==> src/rtl/rect_draw_scheduler_pkg.sv <==
// rtl/rect_draw_scheduler_pkg.sv - shared constants, state codes and rectangle descriptor
package rect_draw_scheduler_pkg;

  localparam int X_W      = 8;
  localparam int Y_W      = 7;
  localparam int COLOUR_W = 3;
  localparam int SCREEN_W = 160;
  localparam int SCREEN_H = 120;

  typedef logic [1:0] state_t;
  localparam state_t ST_IDLE   = 2'd0;
  localparam state_t ST_DRAW   = 2'd1;
  localparam state_t ST_FINISH = 2'd2;

  typedef struct packed {
    logic [X_W-1:0]      x0;
    logic [Y_W-1:0]      y0;
    logic [X_W-1:0]      w;
    logic [Y_W-1:0]      h;
    logic [COLOUR_W-1:0] colour;
  } rect_t;

endpackage

==> src/rtl/rect_draw_scheduler_if.sv <==
// rtl/rect_draw_scheduler_if.sv - requester and framebuffer plot signals of the scheduler
interface rect_draw_scheduler_if #(
  parameter int NUM_REQ = 4,
  parameter int ID_W    = (NUM_REQ > 1) ? $clog2(NUM_REQ) : 1
);
  import rect_draw_scheduler_pkg::*;

  logic [NUM_REQ-1:0]          req;
  logic [NUM_REQ*X_W-1:0]      req_x0;
  logic [NUM_REQ*Y_W-1:0]      req_y0;
  logic [NUM_REQ*X_W-1:0]      req_w;
  logic [NUM_REQ*Y_W-1:0]      req_h;
  logic [NUM_REQ*COLOUR_W-1:0] req_colour;
  logic [NUM_REQ-1:0]          ack;
  logic                        busy;
  logic                        plot;
  logic [X_W-1:0]              x;
  logic [Y_W-1:0]              y;
  logic [COLOUR_W-1:0]         colour;
  logic                        done;
  logic [ID_W-1:0]             done_id;

  modport master (
    output req, req_x0, req_y0, req_w, req_h, req_colour,
    input  ack, busy, plot, x, y, colour, done, done_id
  );

  modport slave (
    input  req, req_x0, req_y0, req_w, req_h, req_colour,
    output ack, busy, plot, x, y, colour, done, done_id
  );

endinterface

==> src/rtl/rect_draw_scheduler_rr_arbiter.sv <==
// rtl/rect_draw_scheduler_rr_arbiter.sv - round-robin arbiter with rotating priority pointer
module rr_arbiter #(
  parameter int NUM_REQ = 4,
  parameter int ID_W    = (NUM_REQ > 1) ? $clog2(NUM_REQ) : 1
) (
  input  logic               clock,
  input  logic               resetn,
  input  logic [NUM_REQ-1:0] req,
  input  logic               update,
  output logic [NUM_REQ-1:0] grant,
  output logic [ID_W-1:0]    winner
);

  logic [ID_W-1:0] last_winner;
  logic [ID_W-1:0] idx;
  logic            found;

  // Search upward from the requester after the last winner, wrapping once.
  always_comb begin
    winner = '0;
    found  = 1'b0;
    idx    = '0;
    for (int i = 1; i <= NUM_REQ; i++) begin
      idx = ID_W'((int'(last_winner) + i) % NUM_REQ);
      if (!found && req[idx]) begin
        found  = 1'b1;
        winner = idx;
      end
    end
    grant = found ? (NUM_REQ'(1) << winner) : '0;
  end

  // Pointer starts at the top index so requester 0 has priority after reset.
  always_ff @(posedge clock or negedge resetn) begin
    if (!resetn) begin
      last_winner <= ID_W'(NUM_REQ - 1);
    end else if (update && found) begin
      last_winner <= winner;
    end
  end

endmodule

==> src/rtl/rect_draw_scheduler.sv <==
// rtl/rect_draw_scheduler.sv - arbitrates rectangle fills and rasters them onto the plot port
module rect_draw_scheduler #(
  parameter int NUM_REQ = 4,
  parameter int ID_W    = (NUM_REQ > 1) ? $clog2(NUM_REQ) : 1
) (
  input logic                  clock,
  input logic                  resetn,
  rect_draw_scheduler_if.slave bus
);
  import rect_draw_scheduler_pkg::*;

  localparam logic [X_W:0] X_LIM = (X_W + 1)'(SCREEN_W);
  localparam logic [Y_W:0] Y_LIM = (Y_W + 1)'(SCREEN_H);

  state_t             state;
  rect_t              rect;
  rect_t              pick;
  logic [ID_W-1:0]    id;
  logic [X_W-1:0]     cx;
  logic [Y_W-1:0]     cy;
  logic [NUM_REQ-1:0] ack_r;
  logic [NUM_REQ-1:0] grant;
  logic [ID_W-1:0]    winner;
  logic               arb_en;
  logic               drawing;
  logic               last_col;
  logic               last_row;
  logic [X_W:0]       sum_x;
  logic [Y_W:0]       sum_y;

  assign arb_en = (state == ST_IDLE) && (|bus.req);

  rr_arbiter #(.NUM_REQ(NUM_REQ), .ID_W(ID_W)) u_arb (
    .clock  (clock),
    .resetn (resetn),
    .req    (bus.req),
    .update (arb_en),
    .grant  (grant),
    .winner (winner)
  );

  // Slice the winning requester's geometry out of the packed request buses.
  always_comb begin
    pick.x0     = bus.req_x0[int'(winner) * X_W +: X_W];
    pick.y0     = bus.req_y0[int'(winner) * Y_W +: Y_W];
    pick.w      = bus.req_w[int'(winner) * X_W +: X_W];
    pick.h      = bus.req_h[int'(winner) * Y_W +: Y_W];
    pick.colour = bus.req_colour[int'(winner) * COLOUR_W +: COLOUR_W];
  end

  // Pixel coordinates are one bit wider so off-screen positions never wrap back on.
  always_comb begin
    sum_x    = {1'b0, rect.x0} + {1'b0, cx};
    sum_y    = {1'b0, rect.y0} + {1'b0, cy};
    last_col = (cx == rect.w - 1'b1);
    last_row = (cy == rect.h - 1'b1);
    drawing  = (state == ST_DRAW);
  end

  // Grant in IDLE, sweep the raster row-major in DRAW, pulse done from FINISH.
  always_ff @(posedge clock or negedge resetn) begin
    if (!resetn) begin
      state <= ST_IDLE;
      rect  <= '0;
      id    <= '0;
      cx    <= '0;
      cy    <= '0;
      ack_r <= '0;
    end else begin
      ack_r <= '0;
      case (state)
        ST_IDLE: begin
          if (arb_en) begin
            rect  <= pick;
            id    <= winner;
            ack_r <= grant;
            cx    <= '0;
            cy    <= '0;
            state <= (pick.w == '0 || pick.h == '0) ? ST_FINISH : ST_DRAW;
          end
        end
        ST_DRAW: begin
          if (last_col) begin
            cx <= '0;
            if (last_row) begin
              state <= ST_FINISH;
            end else begin
              cy <= cy + 1'b1;
            end
          end else begin
            cx <= cx + 1'b1;
          end
        end
        ST_FINISH: state <= ST_IDLE;
        default:   state <= ST_IDLE;
      endcase
    end
  end

  // Outputs decode straight from state so a reset clears them without waiting for a clock.
  always_comb begin
    bus.ack     = ack_r;
    bus.busy    = (state != ST_IDLE);
    bus.plot    = drawing && (sum_x < X_LIM) && (sum_y < Y_LIM);
    bus.x       = drawing ? sum_x[X_W-1:0] : '0;
    bus.y       = drawing ? sum_y[Y_W-1:0] : '0;
    bus.colour  = drawing ? rect.colour : '0;
    bus.done    = (state == ST_FINISH);
    bus.done_id = (state == ST_FINISH) ? id : '0;
  end

endmodule

==> src/flat_wrapper.sv <==
// flat-port wrapper written by rule: the top's interface ports become plain ports
module rect_draw_scheduler_flat import rect_draw_scheduler_pkg::*;
#(
  parameter int NUM_REQ = 4,
  parameter int ID_W    = (NUM_REQ > 1) ? $clog2(NUM_REQ) : 1
)
  (clock, resetn, bus_req, bus_req_x0, bus_req_y0, bus_req_w, bus_req_h, bus_req_colour, bus_ack, bus_busy, bus_plot, bus_x, bus_y, bus_colour, bus_done, bus_done_id);
  rect_draw_scheduler_if #(.NUM_REQ(NUM_REQ), .ID_W(ID_W)) bus_i ();
  input logic clock;
  input logic resetn;
  input wire logic [$bits(bus_i.req)-1:0] bus_req;
  input wire logic [$bits(bus_i.req_x0)-1:0] bus_req_x0;
  input wire logic [$bits(bus_i.req_y0)-1:0] bus_req_y0;
  input wire logic [$bits(bus_i.req_w)-1:0] bus_req_w;
  input wire logic [$bits(bus_i.req_h)-1:0] bus_req_h;
  input wire logic [$bits(bus_i.req_colour)-1:0] bus_req_colour;
  output wire logic [$bits(bus_i.ack)-1:0] bus_ack;
  output wire logic [$bits(bus_i.busy)-1:0] bus_busy;
  output wire logic [$bits(bus_i.plot)-1:0] bus_plot;
  output wire logic [$bits(bus_i.x)-1:0] bus_x;
  output wire logic [$bits(bus_i.y)-1:0] bus_y;
  output wire logic [$bits(bus_i.colour)-1:0] bus_colour;
  output wire logic [$bits(bus_i.done)-1:0] bus_done;
  output wire logic [$bits(bus_i.done_id)-1:0] bus_done_id;
  assign bus_i.req = bus_req;
  assign bus_i.req_x0 = bus_req_x0;
  assign bus_i.req_y0 = bus_req_y0;
  assign bus_i.req_w = bus_req_w;
  assign bus_i.req_h = bus_req_h;
  assign bus_i.req_colour = bus_req_colour;
  assign bus_ack = bus_i.ack;
  assign bus_busy = bus_i.busy;
  assign bus_plot = bus_i.plot;
  assign bus_x = bus_i.x;
  assign bus_y = bus_i.y;
  assign bus_colour = bus_i.colour;
  assign bus_done = bus_i.done;
  assign bus_done_id = bus_i.done_id;
  rect_draw_scheduler #(.NUM_REQ(NUM_REQ), .ID_W(ID_W)) u_core (.clock(clock), .resetn(resetn), .bus(bus_i));
endmodule
==> config.mk <==
export PLATFORM = sky130hd
export DESIGN_NAME = rect_draw_scheduler_flat
export DESIGN_NICKNAME = d
export VERILOG_FILES = /design/src/rtl/rect_draw_scheduler_pkg.sv /design/src/rtl/rect_draw_scheduler_if.sv /design/src/rtl/rect_draw_scheduler_rr_arbiter.sv /design/src/rtl/rect_draw_scheduler.sv /design/src/flat_wrapper.sv
export SDC_FILE = /design/constraint.sdc
export NUM_CORES = 1
export LEC_CHECK = 0
export BUFFER_PORTS_ARGS = -buffer_cell sky130_fd_sc_hd__buf_2
export CELL_PAD_IN_SITES_DETAIL_PLACEMENT = 0
export CELL_PAD_IN_SITES_GLOBAL_PLACEMENT = 1
export CORE_MARGIN = 2
export CORE_UTILIZATION = 38
export DETAILED_ROUTE_END_ITERATION = 8
export GPL_TIMING_DRIVEN = 0
export PLACE_DENSITY = 0.84
export SYNTH_ARGS = -nofsm -noshare
export SYNTH_HDL_FRONTEND = slang
export SYNTH_SLANG_ARGS = --single-unit
==> constraint.sdc <==
create_clock -name clock -period 3.26 [get_ports clock]
set_clock_uncertainty 0.05 [all_clocks]
set_input_delay 0.163 -clock clock [delete_from_list [all_inputs] [get_ports clock]]
set_output_delay 0.163 -clock clock [all_outputs]
set_load 0.01 [all_outputs]
# Word level (Yosys, flattened, before mapping)
# Cells that the tools add are included.
dict set report op_classes {
  add_sub_neg 10
  n_mul 2
  magnitude_cmp 6
  eq_ne 8
  shift 6
  muxes 35
  n_reduce_logical 21
}
# cell count
set ops {}
lappend ops {{28-bit by 32-bit variable part select with 7-bit output} 2}
lappend ops {{32-bit by 6-bit variable part select with 8-bit output} 2}
lappend ops {{12-bit by 32-bit variable part select with 3-bit output} 1}
lappend ops {{7-bit 2-to-1 mux} 4}
lappend ops {{8-bit 2-to-1 mux} 3}
lappend ops {{2-bit 2-to-1 mux} 9}
lappend ops {{8-bit case mux with 2 select lines} 1}
lappend ops {{7-bit case mux with 2 select lines} 1}
lappend ops {{2-bit by 3-bit less-than comparator with 1-bit output (second input constant)} 4}
lappend ops {{4-bit 2-to-1 mux} 3}
lappend ops {{8-bit by 8-bit adder with 9-bit output} 1}
lappend ops {{9-bit by 8-bit less-than comparator with 1-bit output (second input constant)} 1}
lappend ops {{7-bit by 7-bit adder with 8-bit output} 1}
lappend ops {{8-bit by 1-bit adder with 8-bit output (second input constant)} 1}
lappend ops {{1-bit binary-select mux with 2-bit select} 4}
lappend ops {{8-bit equality test} 1}
lappend ops {{8-bit logical NOT} 1}
lappend ops {{8-bit by 7-bit less-than comparator with 1-bit output (second input constant)} 1}
lappend ops {{1-bit 2-to-1 mux} 8}
lappend ops {{2-bit != test (second input constant)} 4}
lappend ops {{8-bit by 1-bit subtractor with 8-bit output (second input constant)} 1}
lappend ops {{7-bit by 1-bit adder with 7-bit output (second input constant)} 1}
lappend ops {{7-bit equality test} 1}
lappend ops {{1-bit logical AND} 7}
lappend ops {{other kinds (19)} 25}
dict set report totals {
  ff_bits 58
  input_bits 138
  out_inout_bits 27
  elab_cells 99
}

# Logic depth before layout (Yosys ltp)
dict set report logic_depth {
  word_depth 20
  ltp_mapped 10
  mapped_depth_nobuf 10
}

# By module
# A second synthesis with hierarchy kept.
dict set report unflattened {
  cells_unflattened 473
  hier_area_um2 4525.6
}
# mod instances cells_each area_each_um2 seq_area_each_um2
set by_module_without_submodules {}
lappend by_module_without_submodules {rect_draw_scheduler 1 444 4277.9 1401.3}
lappend by_module_without_submodules {rr_arbiter 1 29 247.7 52.6}

# Least setup slack after synthesis
# No wires, ideal clock.
dict set report synth_path {
  path_type {register -> output}
  start {register u_core.cx[1]}
  end {output port bus_plot}
  arrival_time_ps 2193
  t_required_ps 3047
  path_slack_ps 854
  stages_incl_launch_ff 9
  path_buffers 0
  cell_sequence {dfrtp_1 > ha_1 > a21o_1 > a21o_1 > a2111oi_0 > a211oi_1 > o21bai_1 > and4b_1 > nor3_1}
}
dict set report synth_via {
  elab_chain_len 4
}
# element line_no
set synth_lines {}
lappend synth_lines {{start: declaration} rect_draw_scheduler.sv:19} ;# logic [X_W-1:0] cx;
lappend synth_lines {{start signal: assignment} rect_draw_scheduler.sv:91} ;# cx <= cx + 1'b1;
lappend synth_lines {{8-bit by 8-bit adder with 9-bit output} rect_draw_scheduler.sv:53} ;# sum_x = {1'b0, rect.x0} + {1'b0, cx};
lappend synth_lines {{9-bit by 8-bit less-than comparator with 1-bit output} rect_draw_scheduler.sv:104} ;# bus.plot = drawing && (sum_x < X_LIM) && (sum_y < Y_LIM);
lappend synth_lines {{1-bit logical AND (2 in series)} rect_draw_scheduler.sv:104}
lappend synth_lines {{end: declaration} flat_wrapper.sv:19} ;# output wire logic [$bits(bus_i.plot)-1:0] bus_plot;
# Every way passes these cells.

# Worst setup path after layout
# Same ends and word-level chain as after synthesis.

==> flow_metrics.env <==
export IMPL_final_max_slew_viol_count=0
export IMPL_p_total_w=0.005313
export IMPL_rows=40
export IMPL_cap_violations=0
export IMPL_setup_tns_ps=0
export IMPL_r2r_start="u_core.rect[3]"
export IMPL_synth_top_area_share_pct=29.65
export IMPL_fin_nets=998
export IMPL_synth_seq_cells=58
export IMPL_use_met2_pct=43.78
export IMPL_overflow=0
export IMPL_hold_class="primary input to register"
export IMPL_io_pin_count=165
export IMPL_drt_initial_drc_count=338
export IMPL_grt_pass1_vias=5357
export IMPL_p_leak_nw=3.050
export IMPL_synth_top_cell_by_area="dfrtp_1"
export IMPL_gp_congestion=0.9398
export IMPL_ys_warn_count=0
export IMPL_syn_nets=822
export IMPL_grt_max_degree=59
export IMPL_path_clk_slew_ps=50
export IMPL_cts_max_level=3
export IMPL_n_antenna_cell=0
export IMPL_syn_avg_cell_area_sq_um=7.128
export IMPL_rsz0062_at_grt="false"
export IMPL_drive_gt1_share_pct=23.34
export IMPL_root_buffer="clkbuf_16"
export IMPL_r2r_end="u_core.cy[0]"
export IMPL_hpwl_microns=13870
export IMPL_vias=5357
export IMPL_die_width_microns=115.5
export IMPL_grt_util_met1_pct=32.70
export IMPL_synthFlopType="dfrtp_1"
export IMPL_cts_buffers=9
export IMPL_crit_type="register to output pin"
export IMPL_core_sq_mm=0.01206
export IMPL_status="complete, no violations"
export IMPL_die_area_sq_mm=0.01334
export IMPL_drt_pass1_iter_count=7
export IMPL_clockBufferDepth=2
export IMPL_cts_sinks=58
export IMPL_final_area_sq_mm=0.006048
export IMPL_synth_edf_count=0
export IMPL_drc_errors=0
export IMPL_antenna_found_initial=0
export IMPL_die_h_microns=115.5
export IMPL_worstMarginPinSlew_ps=758.3
export IMPL_fin_crit_ps=3116
export IMPL_routed_wirelength_microns=16940
export IMPL_busiest_layer="met2"
export IMPL_post_dp_cell_area_sq_mm=0.005757
export IMPL_via_per_inst=5.293
export IMPL_portBuffers=164
export IMPL_start_util_pct=39.18
export IMPL_grt_pass1_wl_microns=26650
export IMPL_rr_worst_depth=8
export IMPL_yosys_top_cells_area="dfrtp_1, nand2_1, o21ai_0"
export IMPL_ys_seq_area_share_pct=30.77
export IMPL_max_freq_mhz=321.0
export IMPL_clk_latency_ps=330
export IMPL_crit_arrival_ps=2900
export IMPL_end_kind="output pin"
export IMPL_cp_start_kind="register"
export IMPL_setup_viol=0
export IMPL_met3_usage_pct=5.439
export IMPL_worst_ep_required_time_ps=3050
export IMPL_power_density_mw_per_mm2=878.4
export IMPL_cts_tree="built"
export IMPL_routedWlPerCell_microns=16.74
export IMPL_syn_inst=663
export IMPL_fin_crit_sh_pct=95.57
export IMPL_ys_async_sr_fraction_pct=100.0
export IMPL_relSlewSlack_pct=49.45
export IMPL_worstPathMaxFanout=6
export IMPL_finalHoldViolations=0
export IMPL_ys_types=62
export IMPL_peakVddDrop_v=0.0003349
export IMPL_startpoint="u_core.cx[1]"
export IMPL_rrSetupSlack_ps=640
export IMPL_ant_nets=0
export IMPL_track_usage_pct=26.17
export IMPL_synthesis_area_sq_mm=0.004726
export IMPL_synthToLayoutAreaGrowth_pct=27.99
export IMPL_critPathCapture="bus_plot"
[metal layers]
layer  up-vias  wire length [microns]
li1       2645                      -
met1      2450                   7349
met2       225                   7814
met3        37                   1224
met4         0                    551
met5         -                      0
[cell type report]
class,instances,area [sq um]
Inverter,20,75.07
Buffer,35,151.4
Tap cell,168,210.2
Multi-Input combinational cell,550,3049
Sequential cell,58,1454
Clock buffer,13,260.3
Clock inverter,3,15.01
Fill cell,1241,6013
Timing Repair Buffer,165,833.3
[flip-flops by register name, indices dropped and copies added (netlist names)]
register	count
u_core.bus.ack	4
u_core.cx	8
u_core.cy	7
u_core.id	2
u_core.rect	33
u_core.state	2
u_core.u_arb.last_winner	2
[cell usage in the layout (no fill, tap or decap), types with 9 or more instances in the layout]
cell type    n
xnor2_1     16
a21oi_1     15
xor2_1      13
clkbuf_1    28
nor3_1      16
dfrtp_1     56
ha_1        19
nor4_1      13
o21ai_0     72
and2_1      12
nand2_1    207
nand3_1     37
inv_1       20
buf_2      167
nor2_1      31
clkbuf_16    9
[timing repair]
| action | 4_1_cts | 5_1_grt |
|---|---|---|
| setup endpoints to repair | 0 | 1 |
| buffers inserted | 0 | 0 |
| hold buffers | 0 | 1 |
| gates resized for setup | 0 | 1 |
| endpoints found under the hold margin | 0 | 56 |
[how the worst min path moves through the flow]
stage | startpoint | end | slack (ps) | depth (start not counted)
after global placement | u_core.id[1] | u_core.id[1] | 410 | 2
after detailed placement | u_core.id[1] | u_core.id[1] | 420 | 2
after floorplan | resetn | u_core.bus.ack[0] | -180 | 0
final | bus_req_colour[7] | u_core.rect[1] | 170 | 5
after global routing | bus_req_x0[17] | u_core.rect[26] | 200 | 5
after CTS | resetn | u_core.rect[27] | 130 | 1
[report_power, final]
group          internal [W]  switching [W]
Clock              0.000551       0.000313
Combinational       0.00119        0.00197
Sequential          0.00102       0.000271
Total               0.00276        0.00255
[synthesized netlist by cell type (all sizes together), types with 9 or more instances]
master / n
dfrtp: 56
buf: 9
inv: 20
ha: 19
nand2: 207
o21ai: 73
xnor2: 16
nand3: 38
nor4: 14
clkbuf: 26
xor2: 13
and2: 13
a21oi: 16
nor3: 16
nor2: 31
[per-stage QoR]
stage	hold WS, ps	worst slack (ps)	util (%)	std cells
floorplan	-182.6	853.6	-	663
global placement	411.2	584.2	47.73	995
detailed placement	421.7	528.5	47.73	995
CTS	129.4	158.0	50.01	1011
global route	200.6	36.66	50.15	1012
finish	166.8	144.5	50.15	1012
[cell families (layout without fill, tap and decap cells)]
kind of cell | after synthesis | count (layout) | synth area share, %
and+or+nand+nor | 360 | 360 | 34.82
AOI/OAI and AO/OA | 138 | 138 | 17.92
DFF | 58 | 58 | 30.77
buffers and inverters | 55 | 236 | 4.792
xor gates and xnor gates | 29 | 29 | 5.375
adders and majority gates | 21 | 21 | 5.878
muxes | 2 | 2 | 0.4501
[worst max-delay path: stages (launching register included)]
cell       delay, ps
dfrtp_1          460
ha_1             320
a21o_1           190
a21o_1           220
a2111oi_0        470
a211oi_1         120
o21bai_1         180
and4b_1          170
nor3_1           250
buf_2            180
Note: power is estimated with default switching activity, not from simulation.
